File: src/rtl/cursor_input_unit.sv
// Cursor and flip front end for the Minesweeper board: synchronised, debounced,
// auto-repeating buttons drive a clamped cursor. Define CURSOR_WRAP_EN to wrap at edges.
module cursor_input_unit #(
    parameter int GRID_COLS       = 16,
    parameter int GRID_ROWS       = 16,
    parameter int CELL_PX         = 24,
    parameter int X_ORIGIN        = 128,
    parameter int Y_ORIGIN        = 48,
    parameter int DEBOUNCE_CYCLES = 250000,
    parameter int REPEAT_DELAY    = 25000000,
    parameter int REPEAT_RATE     = 5000000
) (
    input  logic                         clock,
    input  logic                         reset,
    input  logic                         right,
    input  logic                         left,
    input  logic                         up,
    input  logic                         down,
    input  logic                         flip,
    input  logic                         enable,
    output logic [$clog2(GRID_COLS)-1:0] col,
    output logic [$clog2(GRID_ROWS)-1:0] row,
    output logic [9:0]                   x_topleft,
    output logic [8:0]                   y_topleft,
    output logic                         flip_pulse,
    output logic                         moved
);
    localparam int CW = $clog2(GRID_COLS);
    localparam int RWD = $clog2(GRID_ROWS);
    localparam int DW = $clog2(DEBOUNCE_CYCLES + 1);
    localparam int RPT_MAX = (REPEAT_DELAY > REPEAT_RATE) ? REPEAT_DELAY : REPEAT_RATE;
    localparam int RW = $clog2(RPT_MAX + 1);

    localparam logic [CW-1:0]  COL_MAX = CW'(GRID_COLS - 1);
    localparam logic [RWD-1:0] ROW_MAX = RWD'(GRID_ROWS - 1);
    localparam logic [9:0]     X_FIRST = 10'(X_ORIGIN);
    localparam logic [8:0]     Y_FIRST = 9'(Y_ORIGIN);
    localparam logic [9:0]     X_STEP  = 10'(CELL_PX);
    localparam logic [8:0]     Y_STEP  = 9'(CELL_PX);
`ifdef CURSOR_WRAP_EN
    localparam logic [9:0]     X_LAST  = 10'(X_ORIGIN + (GRID_COLS - 1) * CELL_PX);
    localparam logic [8:0]     Y_LAST  = 9'(Y_ORIGIN + (GRID_ROWS - 1) * CELL_PX);
`endif

    typedef enum logic [1:0] {
        RPT_IDLE   = 2'd0,
        RPT_DELAY  = 2'd1,
        RPT_REPEAT = 2'd2
    } rpt_state_e;

    // Bit order: 0 right, 1 left, 2 up, 3 down, 4 flip
    logic [4:0] raw_s;
    logic [4:0] deb_s;
    logic [3:0] step_s;
    assign raw_s = {flip, down, up, left, right};

    for (genvar g = 0; g < 5; g++) begin : g_btn
        logic          sync1_q;
        logic          sync2_q;
        logic          deb_q;
        logic [DW-1:0] cnt_q;

        // Synchroniser plus stability counter; state toggles once the counter reaches its limit
        always_ff @(posedge clock) begin
            if (reset) begin
                sync1_q <= 1'b0;
                sync2_q <= 1'b0;
                deb_q   <= 1'b0;
                cnt_q   <= {DW{1'b0}};
            end else begin
                sync1_q <= raw_s[g];
                sync2_q <= sync1_q;
                if (sync2_q == deb_q) begin
                    cnt_q <= {DW{1'b0}};
                end else if (cnt_q == DW'(DEBOUNCE_CYCLES)) begin
                    deb_q <= ~deb_q;
                    cnt_q <= {DW{1'b0}};
                end else begin
                    cnt_q <= cnt_q + DW'(1);
                end
            end
        end
        assign deb_s[g] = deb_q;
    end

    for (genvar g = 0; g < 4; g++) begin : g_rpt
        rpt_state_e    state_q, state_d;
        logic [RW-1:0] cnt_q, cnt_d;
        logic          rpt_step;

        // Repeat FSM state register
        always_ff @(posedge clock) begin
            if (reset) begin
                state_q <= RPT_IDLE;
                cnt_q   <= {RW{1'b0}};
            end else begin
                state_q <= state_d;
                cnt_q   <= cnt_d;
            end
        end

        // A release always wins over a due repeat, so no step fires on the falling edge
        always_comb begin
            state_d  = state_q;
            cnt_d    = cnt_q;
            rpt_step = 1'b0;
            case (state_q)
                RPT_IDLE: begin
                    cnt_d = {RW{1'b0}};
                    if (deb_s[g]) begin
                        state_d  = RPT_DELAY;
                        rpt_step = 1'b1;
                    end else begin
                        state_d  = RPT_IDLE;
                    end
                end
                RPT_DELAY: begin
                    if (!deb_s[g]) begin
                        state_d = RPT_IDLE;
                        cnt_d   = {RW{1'b0}};
                    end else if (cnt_q == RW'(REPEAT_DELAY - 1)) begin
                        state_d  = RPT_REPEAT;
                        cnt_d    = {RW{1'b0}};
                        rpt_step = 1'b1;
                    end else begin
                        cnt_d = cnt_q + RW'(1);
                    end
                end
                RPT_REPEAT: begin
                    if (!deb_s[g]) begin
                        state_d = RPT_IDLE;
                        cnt_d   = {RW{1'b0}};
                    end else if (cnt_q == RW'(REPEAT_RATE - 1)) begin
                        cnt_d    = {RW{1'b0}};
                        rpt_step = 1'b1;
                    end else begin
                        cnt_d = cnt_q + RW'(1);
                    end
                end
                default: begin
                    state_d = RPT_IDLE;
                    cnt_d   = {RW{1'b0}};
                end
            endcase
        end
        assign step_s[g] = rpt_step;
    end

    logic h_inc_s, h_dec_s, v_inc_s, v_dec_s;
    assign h_inc_s = enable & step_s[0] & ~step_s[1];
    assign h_dec_s = enable & step_s[1] & ~step_s[0];
    assign v_inc_s = enable & step_s[3] & ~step_s[2];
    assign v_dec_s = enable & step_s[2] & ~step_s[3];

    logic [CW-1:0]  col_q, col_d;
    logic [RWD-1:0] row_q, row_d;
    logic [9:0]     x_q, x_d;
    logic [8:0]     y_q, y_d;
    logic           moved_q, flip_pulse_q, flip_prev_q;

    // Next column and pixel x, updated incrementally alongside the index
    always_comb begin
        col_d = col_q;
        x_d   = x_q;
        if (h_inc_s) begin
            if (col_q == COL_MAX) begin
`ifdef CURSOR_WRAP_EN
                col_d = {CW{1'b0}};
                x_d   = X_FIRST;
`else
                col_d = col_q;
                x_d   = x_q;
`endif
            end else begin
                col_d = col_q + CW'(1);
                x_d   = x_q + X_STEP;
            end
        end else if (h_dec_s) begin
            if (col_q == {CW{1'b0}}) begin
`ifdef CURSOR_WRAP_EN
                col_d = COL_MAX;
                x_d   = X_LAST;
`else
                col_d = col_q;
                x_d   = x_q;
`endif
            end else begin
                col_d = col_q - CW'(1);
                x_d   = x_q - X_STEP;
            end
        end else begin
            col_d = col_q;
            x_d   = x_q;
        end
    end

    // Next row and pixel y
    always_comb begin
        row_d = row_q;
        y_d   = y_q;
        if (v_inc_s) begin
            if (row_q == ROW_MAX) begin
`ifdef CURSOR_WRAP_EN
                row_d = {RWD{1'b0}};
                y_d   = Y_FIRST;
`else
                row_d = row_q;
                y_d   = y_q;
`endif
            end else begin
                row_d = row_q + RWD'(1);
                y_d   = y_q + Y_STEP;
            end
        end else if (v_dec_s) begin
            if (row_q == {RWD{1'b0}}) begin
`ifdef CURSOR_WRAP_EN
                row_d = ROW_MAX;
                y_d   = Y_LAST;
`else
                row_d = row_q;
                y_d   = y_q;
`endif
            end else begin
                row_d = row_q - RWD'(1);
                y_d   = y_q - Y_STEP;
            end
        end else begin
            row_d = row_q;
            y_d   = y_q;
        end
    end

    // Registered cursor position, move pulse and flip edge detector
    always_ff @(posedge clock) begin
        if (reset) begin
            col_q        <= {CW{1'b0}};
            row_q        <= {RWD{1'b0}};
            x_q          <= X_FIRST;
            y_q          <= Y_FIRST;
            moved_q      <= 1'b0;
            flip_prev_q  <= 1'b0;
            flip_pulse_q <= 1'b0;
        end else begin
            col_q        <= col_d;
            row_q        <= row_d;
            x_q          <= x_d;
            y_q          <= y_d;
            moved_q      <= (col_d != col_q) | (row_d != row_q);
            flip_prev_q  <= deb_s[4];
            flip_pulse_q <= enable & deb_s[4] & ~flip_prev_q;
        end
    end

    assign col        = col_q;
    assign row        = row_q;
    assign x_topleft  = x_q;
    assign y_topleft  = y_q;
    assign moved      = moved_q;
    assign flip_pulse = flip_pulse_q;
endmodule

File: config.mk
export PLATFORM = sky130hd
export DESIGN_NAME = cursor_input_unit
export DESIGN_NICKNAME = d
export VERILOG_FILES = /design/src/rtl/cursor_input_unit.sv
export SDC_FILE = /design/constraint.sdc
export NUM_CORES = 1
export LEC_CHECK = 0
export ABC_AREA = 1
export BUFFER_PORTS_ARGS = -buffer_cell sky130_fd_sc_hd__clkbuf_2
export CORE_ASPECT_RATIO = 0.75
export CORE_UTILIZATION = 38
export CTS_BUF_LIST = sky130_fd_sc_hd__clkbuf_16
export DETAILED_ROUTE_END_ITERATION = 10
export GPL_TIMING_DRIVEN = 0
export PLACE_DENSITY = 0.52
export RECOVER_POWER = 50
export SLEW_MARGIN = 20
export SYNTH_ARGS = -nofsm -noshare
export SYNTH_HDL_FRONTEND = slang
export SYNTH_SLANG_ARGS = --single-unit
File: constraint.sdc
create_clock -name clock -period 3.3 [get_ports clock]
set_input_delay 0.495 -clock clock [delete_from_list [all_inputs] [get_ports clock]]
set_output_delay 0.495 -clock clock [all_outputs]
set_load 0.01 [all_outputs]
Word level (Yosys, flattened, before mapping):

Cells that the tools add are included.

* $add $sub $neg: 17
* equal/unequal tests: 42
* mux-type cells: 80
* bitwise operators: 26
* reduce and logical (&&, ||, !) cells: 24

Operators with widths (count)
* 2-to-1 mux 25 bit: 16
* case mux 25 bit (2 select lines): 4
* adder 25 x 1 -> 25 bit, second input constant: 4
* == test 25 x 23 -> 1 bit, second input constant: 4
* == test 25 bit, second input constant: 4
* adder 18 x 1 -> 18 bit, second input constant: 5
* == test 18 bit, second input constant: 5
* 2-to-1 mux 10 bit: 4
* 2-to-1 mux 9 bit: 4
* 2-to-1 mux 4 bit: 8
* 2-to-1 mux 1 bit: 24
* 2-to-1 mux 2 bit: 12
* case mux 2 bit (3 select lines): 4
* AND reduction 2 bit: 9
* != test 2 bit, second input constant: 8
* inverter 1 bit: 15
* OR reduction 3 bit: 5
* != test 3 bit, second input constant: 4
* case mux 1 bit (3 select lines): 4
* adder 10 x 5 -> 10 bit, second input constant: 1
* AND 1 bit: 10
* subtractor 10 x 5 -> 10 bit, second input constant: 1
* adder 9 x 5 -> 9 bit, second input constant: 1
* subtractor 9 x 5 -> 9 bit, second input constant: 1
* 12 further kinds: 32

* register bits: 243
* input port bits: 8
* output and inout port bits: 29

Logic depth before layout (Yosys ltp):

Gate-level depths: netlist (run 1).

* word-level depth: 10
* gate-level depth with buffers: 23

Worst setup path before layout (run 1):

No wires, ideal clock.

* path kind: register to register
* start point: reg g_rpt[0].cnt_q[0]
* end point: reg x_q[8], in the netlist x_topleft[8]
* library setup time: 0.118 ns
* arrival time: 2.897 ns
* data required time: 3.182 ns
* path slack: 0.284 ns
* cell stages (with the launch flop): 19
* buffers on the path: 0
* clock period less this slack: 3.016 ns
* cell sequence: dfxtp_1 > ha_1 > nand3_2 > or2_4 > nor3_4 > nand2_2 > o21ai_2 > nand4_1 > a21oi_1 > nand3_1 > ha_1 > nand2_1 > nor2_1 > a211oi_1 > nor2_1 > o21ai_0 > nand2_1 > xnor2_1 > a21oi_2

* longest elaborated chain between the ends: 8

Ends and longest elaborated chain
* from (decl): RTL line 88 `logic [RW-1:0] cnt_q, cnt_d;`
* from (signal assigned): RTL line 95 `cnt_q <= {RW{1'b0}};`
* from (signal assigned): RTL line 98 `cnt_q <= cnt_d;`
* == test 25 x 23 -> 1 bit or == test 25 bit (tied branches): RTL line 133, 121
* 2-to-1 mux 1 bit (on tied branches): RTL line 133, 121
* 2-to-1 mux 1 bit (on tied branches): RTL line 130, 118
* case mux 1 bit (3 select lines) *: RTL line 107 `case (state_q)`
* AND 1 bit or inverter 1 bit (tied branches): RTL line 150, 151
* AND 1 bit (on tied branches): RTL line 150, 151
* != test 2 bit (no line) or nonzero test 2 bit (tied branches)
* AND reduction 3 bit (no line)
* to (signal assigned): RTL line 238 `x_q <= X_FIRST;`
* to (signal assigned): RTL line 246 `x_q <= x_d;`
* to (decl): RTL line 157 `logic [9:0] x_q, x_d;`

Every way passes the cells marked *; elsewhere a longest branch is shown, timed or not.
A chain may end at the register's enable or synchronous reset.

Worst setup path after layout (run 1):

Same ends and word-level chain as after synthesis.

==> flow_metrics.env, run 1 <==
export IMPL_ant_nets=0
export IMPL_setup_viol=0
export IMPL_rr_worst_depth=18
export IMPL_skew_ns=0.00867
export IMPL_ys_ff_latch=237
export IMPL_seq_area_mm2=0.00475
export IMPL_irDropWorstVdd_mv=0.337
export IMPL_multi_input_area_mm2=0.00611
export IMPL_async_reset_ff_frac=0
export IMPL_cts_buffer_depth=3
export IMPL_overflow=0
export IMPL_synth_edf_count=0
export IMPL_cts_tree="built"
export IMPL_drc_errors=0
export IMPL_grtUsageTotal=0.161
export IMPL_drive_gt1_frac=0.0787
export IMPL_r2r_end="x_topleft[8]$_SDFFE_PP0P_"
export IMPL_clock_latency_ns=0.53
export IMPL_min_period_over_period=0.974
export IMPL_fin_area_mm2=0.0135
export IMPL_worstMarginPinSlew_ns=0.777
export IMPL_status="complete, no violations"
export IMPL_fmax_ghz=0.311
export IMPL_core_mm2=0.0304
export IMPL_synthCells=1635
export IMPL_row_count=55
export IMPL_yosysSeqAreaShare=0.401
export IMPL_fin_crit_ns=3.21
export IMPL_layout_cells_non_filler=2128
export IMPL_r2r_start="g_rpt[0].cnt_q[0]$_SDFF_PP0_"
export IMPL_grt_max_degree=13
export IMPL_hold_slack_ns=0.157
export IMPL_maxCapViolCount=0
export IMPL_die_area_mm2=0.0318
export IMPL_die_w_um=206
export IMPL_synthTopCellsByArea="dfxtp_1 (40%), inv_1 (7.9%), nand2_1 (7.8%)"
export IMPL_crit_type="flop to flop"
export IMPL_antenna_found_initial=0
export IMPL_dp_cells=2067
export IMPL_drt_total_wl_um=25100
export IMPL_placed_cell_area_mm2=0.0125
export IMPL_yosys_area_top_type_share=0.401
export IMPL_cp_startpoint="g_rpt[0].cnt_q[0]$_SDFF_PP0_"
export IMPL_final_util=0.443
export IMPL_drv_slew=0
export IMPL_first_global_vias=9105
export IMPL_n_antenna_cell=0
export IMPL_place_hpwl_um=18200
export IMPL_leakagePower_nw=4.87
export IMPL_holdCritPathClass="primary input to flop"
export IMPL_path_clk_slew_ns=0.06
export IMPL_cts_root_buffer="clkbuf_16"
export IMPL_crit_arrival_ns=3.64
export IMPL_drt_iter0_markers=571
export IMPL_syn2layout_area_growth_pct=14.0
export IMPL_fin_nets=1763
export IMPL_crit_end="x_topleft[8]$_SDFFE_PP0P_"
export IMPL_cts_buffers=26
export IMPL_gp_congestion=0.805
export IMPL_cts_sinks=237
export IMPL_htreeDepth=1
export IMPL_grt_pass1_wl_um=42700
export IMPL_synth_top_area_cell="dfxtp_1"
export IMPL_rsz0062_at_grt="true"
export IMPL_fp_dieH_um=155
export IMPL_ys_warn_count=0
export IMPL_nFillCells=3132
export IMPL_crit_path_max_fanout=5
export IMPL_crit_required_ns=3.72
export IMPL_initial_utilization=0.389
export IMPL_syn_area_mm2=0.0118
export IMPL_start_kind="flop"
export IMPL_vias=10100
export IMPL_synth_flop_cell="dfxtp_1"
export IMPL_endpoint_kind="flop"
export IMPL_power_density_mw_per_mm2=417
export IMPL_synth_avg_cell_area_um2=7.24
export IMPL_hold_viol_final=0
export IMPL_drt_pass1_iterations=5
export IMPL_routedWlPerCell_um=11.8
export IMPL_r2r_slack_ns=0.09
export IMPL_ios=37
export IMPL_hold_buffers=0
export IMPL_relSlewSlack=0.482
export IMPL_ys_types=49
export IMPL_vias_per_cell=4.74
export IMPL_port_buffers=28
==> how the worst min path moves through the flow <==
stage	start	to	slack, ns	cells after the start
6_report	down	g_btn[3].sync1_q$_SDFF_PP0_	0.16	3
5_1_grt	down	g_btn[3].sync1_q$_SDFF_PP0_	0.14	3
4_1_cts	down	g_btn[3].sync1_q$_SDFF_PP0_	0.13	3
3_5_place_dp	flip_prev_q$_SDFF_PP0_	flip_pulse$_SDFF_PP0_	0.38	1
3_3_place_gp	g_btn[1].sync1_q$_SDFF_PP0_	g_btn[1].sync2_q$_SDFF_PP0_	0.39	2
2_1_floorplan	flip_prev_q$_SDFF_PP0_	flip_pulse$_SDFF_PP0_	0.37	1
==> state kept, by name (all words and copies together), names as in the netlist, 5 cells and up <==
name           count
g_btn.deb_q        5
g_btn.cnt_q       90
g_btn.sync2_q      5
g_btn.sync1_q      5
x_topleft          7
g_rpt.state_q      8
g_rpt.cnt_q      100
y_topleft          6
==> critical path, stage by stage, from the launching register on <==
cell	delay, ns
dfxtp_2	0.35
ha_4	0.15
nand3_4	0.06
or2_4	0.28
nor3_4	0.23
nand4_1	0.18
nand2_1	0.11
nand4_1	0.13
a21oi_2	0.22
nand3_4	0.16
ha_4	0.30
nand2_2	0.06
nor2_2	0.04
a211oi_2	0.22
nor2_1	0.10
o21ai_1	0.14
nand2_1	0.11
xnor2_2	0.19
a21oi_2	0.07
==> timing repair <==
action | in CTS | in global routing
endpoints found under the setup margin | 4 | 2
endpoints found under the hold margin | 0 | 0
setup buffers | 2 | 13
gates resized for setup | 6 | 22
pin swaps | 0 | 19
==> kinds of logic after synthesis <==
logic type | Yosys count | synth area share
compound gates | 216 | 0.102
xor+xnor | 57 | 0.0422
fa+ha+maj | 44 | 0.0472
buf+inv | 288 | 0.0949
flops | 237 | 0.401
other cells | 1 | 0.000317
simple gates | 792 | 0.312
==> cell usage after synthesis (3+ instances only) <==
cell,n
a211oi_1,8
clkbuf_1,19
o21ai_1,5
o21bai_1,6
xor2_1,41
nor4_2,3
o22ai_1,4
nand4_1,38
nor3_1,97
a31oi_1,11
o211ai_1,7
and3_1,6
ha_1,43
nand2_2,4
buf_2,3
xnor2_1,16
nor3b_1,28
nand2_1,247
inv_1,250
a21oi_2,5
nor4_1,13
nor3_2,8
nor2_2,11
inv_2,4
nand3_1,84
o21ai_0,55
a21oi_1,100
nor2_1,233
dfxtp_1,237
nand3b_1,3
o21a_1,12
buf_4,7
or2_2,6
nand2_4,3
==> placed cells by master (no fill, tap or decap), types with 9 or more instances in the layout <==
cell type,count
nor4_1,13
nor3b_1,28
clkinv_1,9
nor3_1,97
nor2_1,231
buf_4,21
dfxtp_1,235
o21ai_0,53
nand2_1,244
nor2_2,12
nand3_1,83
inv_1,256
xor2_1,41
nand4_1,38
clkbuf_1,44
ha_1,38
o21a_1,12
clkbuf_16,27
xnor2_1,15
a21oi_1,97
a31oi_1,11
==> metrics by stage <==
step	total power (W)	TNS, ns	worst slack, ns
finish	0.00562	0	0.0855
global route	0.00585	-0.307	-0.169
CTS	0.00573	0	0.0358
detailed placement	0.00300	-0.897	-0.392
global placement	0.00300	-0.693	-0.336
floorplan	0.00298	0	0.284
==> cell type report <==
| cell class | count | share of cell area |
|---|---|---|
| sequential | 237 | 0.352 |
| inverter | 256 | 0.0712 |
| clock inverter | 19 | 0.00770 |
| multi-input combinational | 1115 | 0.453 |
| clock buffer | 27 | 0.0501 |
| buffer | 32 | 0.0119 |
| tap | 399 | 0.0370 |
| timing repair buffer | 43 | 0.0169 |
==> where the power goes <==
part	total, W	switching (W)	internal (W)	leakage (nW)
clock network	0.00268	0.00114	0.00154	0.409
registers	0.00287	0.00000413	0.00287	1.91
logic	0.0000624	0.0000441	0.0000183	2.55
==> metal layers <==
layer  global-route usage  up-vias  part of all wire  wire length, µm
li1                     -     5459                 -                -
met2                0.243      112              0.41            10300
met5                    0        -                 0                0
met3               0.0276       37             0.032              797
met4               0.0360        0             0.022              546
met1                0.235     4480              0.54            13500
Power figures use the tool's default switching activity.
==> inputs of run 2 (changes only) <==
--- a/config.mk
+++ b/config.mk
@@ -9,7 +9,6 @@
 export BUFFER_PORTS_ARGS = -buffer_cell sky130_fd_sc_hd__clkbuf_2
 export CORE_ASPECT_RATIO = 0.75
 export CORE_UTILIZATION = 38
-export CTS_BUF_LIST = sky130_fd_sc_hd__clkbuf_16
 export DETAILED_ROUTE_END_ITERATION = 10
 export GPL_TIMING_DRIVEN = 0
 export PLACE_DENSITY = 0.52
==> run 2 against run 1 <==
  * Sequential share of layout area decreased by 0.19 points
  * Critical path depth unchanged
  * Largest power group unchanged
  * Register-to-register slack hardly changed
  * Global-route usage about the same
==> flow_metrics.env, run 2 (synthesis results as in run 1) <==
export IMPL_n_antenna_cell=0
export IMPL_fin_crit_ns=3.21
export IMPL_die_area_mm2=0.0318
export IMPL_drt_iter0_markers=634
export IMPL_gp_congestion=0.805
export IMPL_rsz0062_at_grt="true"
export IMPL_drv_slew=0
export IMPL_relSlewSlack=0.494
export IMPL_drt_total_wl_um=25000
export IMPL_reg_top3="g_rpt.cnt_q x100, g_btn.cnt_q x90, g_rpt.state_q x8"
export IMPL_fp_dieH_um=155
export IMPL_hold_viol_final=0
export IMPL_clock_latency_ns=0.53
export IMPL_cts_sinks=237
export IMPL_hold_start="down"
export IMPL_power_density_mw_per_mm2=428
export IMPL_final_cell_mix="inv_1 (250), nand2_1 (243), dfxtp_1 (235)"
export IMPL_cts_root_buffer="clkbuf_16"
export IMPL_maxCapViolCount=0
export IMPL_endpoint_kind="flop"
export IMPL_leakagePower_nw=4.89
export IMPL_syn2layout_area_growth_pct=14.6
export IMPL_fin_nets=1763
export IMPL_largest_reg_flops=100
export IMPL_dp_cells=2067
export IMPL_drt_pass1_iterations=5
export IMPL_core_mm2=0.0304
export IMPL_antenna_found_initial=0
export IMPL_ios=37
export IMPL_path_clk_slew_ns=0.06
export IMPL_routedWlPerCell_um=11.8
export IMPL_grt_max_degree=13
export IMPL_drive_gt1_frac=0.0839
export IMPL_crit_arrival_ns=3.63
export IMPL_cts_tree="built"
export IMPL_worstMarginPinSlew_ns=0.759
export IMPL_fmax_ghz=0.312
export IMPL_final_util=0.446
export IMPL_crit_path_max_fanout=5
export IMPL_place_ws_ns=-0.392
export IMPL_skew_ns=0.00813
export IMPL_row_count=55
export IMPL_min_period_over_period=0.973
export IMPL_regMostFlops="g_rpt.cnt_q"
export IMPL_crit_required_ns=3.72
export IMPL_initial_utilization=0.389
export IMPL_port_buffers=28
export IMPL_setup_viol=0
export IMPL_overflow=0
export IMPL_cts_buffer_depth=3
export IMPL_r2r_start="g_rpt[0].cnt_q[0]$_SDFF_PP0_"
export IMPL_ant_nets=0
export IMPL_vias_per_cell=4.75
export IMPL_grtUsageTotal=0.161
export IMPL_setup_slack_ns=0.0899
export IMPL_crit_type="flop to flop"
export IMPL_irDropWorstVdd_mv=0.344
export IMPL_htreeDepth=1
export IMPL_cts_buffers=26
export IMPL_layout_cells_non_filler=2128
export IMPL_final_common_cell="inv_1"
export IMPL_holdCritPathClass="primary input to flop"
export IMPL_hold_buffers=0
export IMPL_drc_errors=0
export IMPL_cp_startpoint="g_rpt[0].cnt_q[0]$_SDFF_PP0_"
export IMPL_status="complete, no violations"
export IMPL_grt_pass1_wl_um=42800
export IMPL_place_hpwl_um=18200
export IMPL_vias=10100
export IMPL_start_kind="flop"
export IMPL_first_global_vias=9112
export IMPL_die_w_um=206
run 2: power by group:
group           total, W  switching (W)  leakage, nW  internal, W
sequential       0.00287     0.00000409         1.91      0.00287
combinational  0.0000621      0.0000438         2.55    0.0000183
clock            0.00287        0.00115        0.424      0.00172
total            0.00581        0.00120         4.89      0.00461
run 2: path summary, 6_finish.rpt:
kind,to,slack (ns),cells past startpoint
worst max-delay path,x_topleft[8]$_SDFFE_PP0P_,0.09,18
worst min-delay path,g_btn[3].sync1_q$_SDFF_PP0_,0.16,3
worst min register to register,flip_pulse$_SDFF_PP0_,0.39,1
worst max register to register,x_topleft[8]$_SDFFE_PP0P_,0.09,18
run 2: stage by stage:
step	power, W	area, µm²	hold WS [ns]	TNS [ns]
after floorplan	0.00298	11800	0.374	0
after global placement	0.00300	12500	0.390	-0.693
after detailed placement	0.00300	12500	0.382	-0.897
after CTS	0.00592	13400	0.129	0
after global routing	0.00604	13600	0.142	-0.314
final	0.00581	13600	0.157	0
run 2: layout make-up:
cell class	count	area, µm²
sequential	237	4750
buffer	32	160
clock buffer	40	795
timing repair buffer	43	229
inverter	256	961
multi-input combinational	1115	6110
fill	3116	16900
clock inverter	6	55.1
tap	399	499
run 2: worst max-delay path, cell delays in order, from the launching register on:
cell	delay [ns]
dfxtp_2	0.35
ha_4	0.15
nand3_4	0.06
or2_4	0.28
nor3_4	0.23
nand4_1	0.17
nand2_1	0.11
nand4_1	0.13
a21oi_2	0.22
nand3_4	0.16
ha_4	0.30
nand2_2	0.06
nor2_2	0.04
a211oi_2	0.22
nor2_1	0.10
o21ai_1	0.14
nand2_1	0.11
xnor2_2	0.19
a21oi_2	0.07
run 2: metal layers:
layer,GRT usage,part of all wire,up-vias
met2,0.244,0.41,128
met3,0.0274,0.033,39
met5,0,0,-
met1,0.235,0.54,4478
met4,0.0360,0.022,0
li1,-,-,5458
run 2: timing repair:
action,4_1_cts,5_1_grt
pin swaps,0,20
endpoints found under the setup margin,4,3
buffers inserted,2,13
cloned,0,0
gates resized for setup,5,24
